==> config.mk <==
export PLATFORM = sky130hd
export DESIGN_NAME = serial_paralelo_param
export DESIGN_NICKNAME = d
export VERILOG_FILES = /design/src/rtl/serial_paralelo_param.sv
export SDC_FILE = /design/constraint.sdc
export NUM_CORES = 1
export LEC_CHECK = 0
export BUFFER_PORTS_ARGS = -buffer_cell sky130_fd_sc_hd__buf_2
export CORE_UTILIZATION = 30
export DETAILED_ROUTE_END_ITERATION = 7
export PLACE_DENSITY = 0.55
export SLEW_MARGIN = 20
export SYNTH_ARGS = -nofsm -noshare
export SYNTH_HDL_FRONTEND = slang
export SYNTH_SLANG_ARGS = --single-unit
==> constraint.sdc <==
create_clock -name clk_32f -period 3.5 [get_ports clk_32f]
set_clock_uncertainty 0.15 [all_clocks]
set_input_delay 0.525 -clock clk_32f [delete_from_list [all_inputs] [get_ports clk_32f]]
set_output_delay 0.525 -clock clk_32f [all_outputs]
set_load 0.05 [all_outputs]
==> src/rtl/serial_paralelo_param.sv <==
// Serial-to-parallel receiver with comma alignment, lock qualification and
// loss-of-lock recovery. Bits arrive MSB first on clk_32f. The receiver locks
// its word boundary after LOCK_COUNT consecutive aligned commas, then emits
// every non-comma word on data_out with a one-cycle valid_out strobe.
module serial_paralelo_param #(
  parameter int               WIDTH      = 8,
  parameter logic [WIDTH-1:0] COMMA      = 8'hBC,
  parameter int               LOCK_COUNT = 4,
  parameter int               LOSS_COUNT = 2,
  parameter int               CNT_W      = 4
) (
  input  logic             clk_32f,
  input  logic             reset_L,
  input  logic             data_in,
  output logic [WIDTH-1:0] data_out,
  output logic             valid_out,
  output logic             active,
  output logic [CNT_W-1:0] BC_counter
);

  localparam int BW = (WIDTH > 1) ? $clog2(WIDTH) : 1;
  localparam logic [BW-1:0]    LAST_BIT = BW'(WIDTH - 1);
  localparam logic [CNT_W-1:0] LOCK_L   = CNT_W'(LOCK_COUNT);
  localparam logic [3:0]       LOSS_L   = 4'(LOSS_COUNT);

  typedef enum logic [1:0] {
    SEARCH = 2'd0,
    ALIGN  = 2'd1,
    ACTIVE = 2'd2
  } state_t;

  state_t           state;
  // Only the previous WIDTH-1 bits are kept; the oldest bit of a full word
  // register would never be looked at again.
  logic [WIDTH-2:0] shreg;
  logic [BW-1:0]    bit_cnt;
  logic [3:0]       miss_cnt;

  logic [WIDTH-1:0] cand;
  logic             comma_hit;
  logic             boundary;
  logic [BW-1:0]    bit_cnt_nxt;
  logic [CNT_W-1:0] bc_nxt;
  logic [3:0]       miss_nxt;

  // Candidate word formed by the bit arriving on this edge plus history
  assign cand        = {shreg, data_in};
  assign comma_hit   = (cand == COMMA);
  assign boundary    = (bit_cnt == LAST_BIT);
  assign bit_cnt_nxt = boundary ? '0 : bit_cnt + BW'(1);
  assign bc_nxt      = BC_counter + CNT_W'(1);
  assign miss_nxt    = miss_cnt + 4'd1;

  // Shift register, alignment FSM and all registered outputs
  always_ff @(posedge clk_32f) begin
    if (!reset_L) begin
      state      <= SEARCH;
      shreg      <= '0;
      bit_cnt    <= '0;
      miss_cnt   <= '0;
      data_out   <= '0;
      valid_out  <= 1'b0;
      active     <= 1'b0;
      BC_counter <= '0;
    end else begin
      shreg <= cand[WIDTH-2:0];
      case (state)
        SEARCH: begin
          bit_cnt   <= '0;
          miss_cnt  <= '0;
          valid_out <= 1'b0;
          active    <= 1'b0;
          if (comma_hit) begin
            BC_counter <= CNT_W'(1);
            if (LOCK_COUNT == 1) begin
              state  <= ACTIVE;
              active <= 1'b1;
            end else begin
              state <= ALIGN;
            end
          end
        end

        ALIGN: begin
          valid_out <= 1'b0;
          bit_cnt   <= bit_cnt_nxt;
          if (boundary) begin
            if (comma_hit) begin
              BC_counter <= bc_nxt;
              if (bc_nxt == LOCK_L) begin
                state  <= ACTIVE;
                active <= 1'b1;
              end
            end else begin
              state      <= SEARCH;
              BC_counter <= '0;
              bit_cnt    <= '0;
            end
          end
        end

        ACTIVE: begin
          bit_cnt <= bit_cnt_nxt;
          if (boundary) begin
            if (comma_hit) begin
              // Aligned filler comma: confirms lock, carries no data
              valid_out <= 1'b0;
              miss_cnt  <= '0;
            end else begin
              data_out  <= cand;
              valid_out <= 1'b1;
            end
          end else begin
            valid_out <= 1'b0;
            if (comma_hit) begin
              // Comma off the locked boundary: phase may have slipped.
              // The triggering comma is not reused; SEARCH restarts next edge.
              if (miss_nxt == LOSS_L) begin
                state      <= SEARCH;
                active     <= 1'b0;
                BC_counter <= '0;
                miss_cnt   <= '0;
                bit_cnt    <= '0;
              end else begin
                miss_cnt <= miss_nxt;
              end
            end
          end
        end

        default: begin
          state <= SEARCH;
        end
      endcase
    end
  end

endmodule

==> out/results.ini <==
[worst_setup_path]
crit_buf_inv = 0
crit_path_end_kind = flip-flop
critPathLaunchType = flip-flop
cp_max_fo = 11
cp_cell_sequence = ha_1 -> a21boi_0 -> a211oi_1 -> or4_4 -> a211o_2 -> a221oi_2
setup.worst_path.class = reg2reg
cp.arrival_ns = 2.45
worst_path_max_delay_cell = or4_4
worst_ep_required_time_ns = 3.54
slowest_delay_ns = 0.64
critical_path.top_delay_family = compound AO/OA/AOI/OAI gates

[power]
switching_share_pct = 21.8
pwr-share-seq_pct = 53.5
combPwrFrac_pct = 1.5
p_switching_mw = 0.140
totalPowerFinal_mw = 0.643
ir_drop_v = 0.000250
clkPwrFrac_pct = 45.0
power_leakage_nw = 0.702
p_int_mw = 0.503
power_density_nw_per_um2 = 365

[yosys]
synthAdderAreaFrac_pct = 8.00
synth-simple-area-share_pct = 22.3
synth_area_um2 = 1560
synthTopCellsByArea = dfxtp_1 38%, ha_1 8.0%, mux2i_1 7.0%, a21oi_1 4.5%, nor2_1 4.1%
synthFlopType = dfxtp_1
async_flop_share_pct = 0
synth_top_family_by_area = simple AND/OR/NAND/NOR gates
synth_seq_cells = 30
synth_compound_area_share_pct = 18.9
synth_xor_area_share_pct = 0
synth_common_cells = 30 x dfxtp_1, 17 x nor2_1, 14 x a21oi_1, 11 x mux2i_1, 11 x nand2_1
muxShareOfSynthArea_pct = 7.04
syn_nets = 181
ys_types = 49
yosys_warnings = 0
syn_area_per_cell_um2 = 9.31
seq_area_frac_synth_pct = 38.4
yosysMostFrequentCell = dfxtp_1
synth_top_area_share_pct = 38.4
synth_area_leader_cell = dfxtp_1
synth_edf_count = 0
syn-instance-count = 168

[placed_design]
hpwl_um = 2290
pre_cts_slack_ns = 1.05
gp_congestion = 0.776
numPortBuffers = 16

[global_routing]
overflow = 0
grt_usage_pct = 13.5
antenna_found_initial = 0
grt_max_degree = 19
first_global_vias = 1221
grt_first_pass_wirelength_um = 5580

[sta]
fmax_ghz = 0.414
timing.hold.ws_ns = 0.327
worst_pin_slew_ns = 0.552
tns_ns = 0
finalCritPeriodShare_pct = 69.1
hold_violations = 0
rsz0062_at_grt = no
setup_slack_ns = 1.08
max_slew_margin_pct = 63.0
setup_viol = 0
finalCriticalPeriod_ns = 2.42
slew_viol_final = 0

[cts]
ctsHoldBuffers = 0
clk_pin_slew_ns = 0.07
cts_tree = built
post_cts_resized = 0
clock_path_buffers = 2
cts_setup_buffers = 0
clock-sinks = 30
cts-root-buf = clkbuf_8
cts_buffers = 5
htreeDepth = 2
clock_latency_ns = 0.28

[finish]
n_antenna_cell = 0
finalNetCount = 197
syn_to_final_growth_pct = 12.6
drive_gt1_share_pct = 18.4
finish.utilization_pct = 36.1

[floorplanning]
rows = 25
die_area_um2 = 5510
die_x_um = 74.2
start_util_pct = 32.1
io_pins = 17
die_h_um = 74.2
core_um2 = 4880

[detailed_routing]
drtPass1Iterations = 4
via_per_inst = 4.95
num_vias = 1247
drtAntennaViolNets = 0
drc = 0
routed_wl_um = 3230
routedWlPerCell_um = 12.8
drt_iter0_markers = 50

[run]
max_cap_viol_count = 0

[min_path]
hp-class = reg2reg

[status]
status = finished, final reports clean

kinds of logic (layout without fill, tap and decap cells):
logic type                 Yosys count  count (layout)
and+or+nand+nor                     62              62
AOI/OAI and AO/OA                   42              42
buffers and inverters               13              30
muxes                               11              11
DFF                                 30              30
adders and majority gates           10              10
worst min-delay path: stages, from the launching register on:
cell and delay, ns:
dfxtp_1 0.32, nand2_1 0.06, a21oi_1 0.06
routing by layer:
layer	vias up	global-route usage (%)	part of all wire (%)
li1	637	-	-
met1	581	16.9	50
met2	24	21.4	45
met3	5	4.47	4.3
met4	0	5.77	1.2
met5	-	0	0
cells in the final DEF, fill, tap and decap left out, types with 3 or more instances in the layout:
cell type,synthesis,final
inv_1,5,5
nor2_1,17,17
and2_1,8,8
a21oi_1,14,14
dfxtp_1,30,30
clkbuf_8,0,6
o21ai_0,6,6
buf_2,1,16
ha_1,10,10
nand2_1,11,11
mux2i_1,11,11
and3_1,3,3
stage by stage:
step,area (um2),std cells
4_1_cts,1760,252
2_1_floorplan,1560,168
6_report,1760,252
3_3_place_gp,1670,244
3_5_place_dp,1670,244
5_1_grt,1760,252
area by class of cell:
cell class / count / area, um2
repair buffers: 16 / 80.1
fillers: 518 / 3120
clock buffers: 6 / 82.6
multi-input cells: 125 / 880
inverters: 6 / 22.5
clock inverters: 2 / 12.5
flip-flops and latches: 30 / 601
well taps: 67 / 83.8
power by group through the flow:
stage	combinational (mW)	clock, mW	sequential (mW)
2_1_floorplan	0.00598	0	0.352
3_3_place_gp	0.00954	0	0.352
3_5_place_dp	0.00968	0	0.352
4_1_cts	0.00976	0.302	0.344
5_1_grt	0.0108	0.319	0.344
6_report	0.00934	0.290	0.344
flip-flops by register name, indices dropped and copies added (netlist names):
signal	count
shreg	7
state	2
miss_cnt	4
BC_counter	4
valid_out	1
active	1
bit_cnt	3
data_out	8
final timing paths:
| kind | to | from | cells after the start | slack [ns] |
|---|---|---|---|---|
| max | state[1] | miss_cnt[0] | 6 | 1.08 |
| min | bit_cnt[2] | bit_cnt[2] | 2 | 0.33 |
| max reg2reg | state[1] | miss_cnt[0] | 6 | 1.08 |
| min reg2reg | bit_cnt[2] | bit_cnt[2] | 2 | 0.33 |
(Power assumes the default switching activity.)
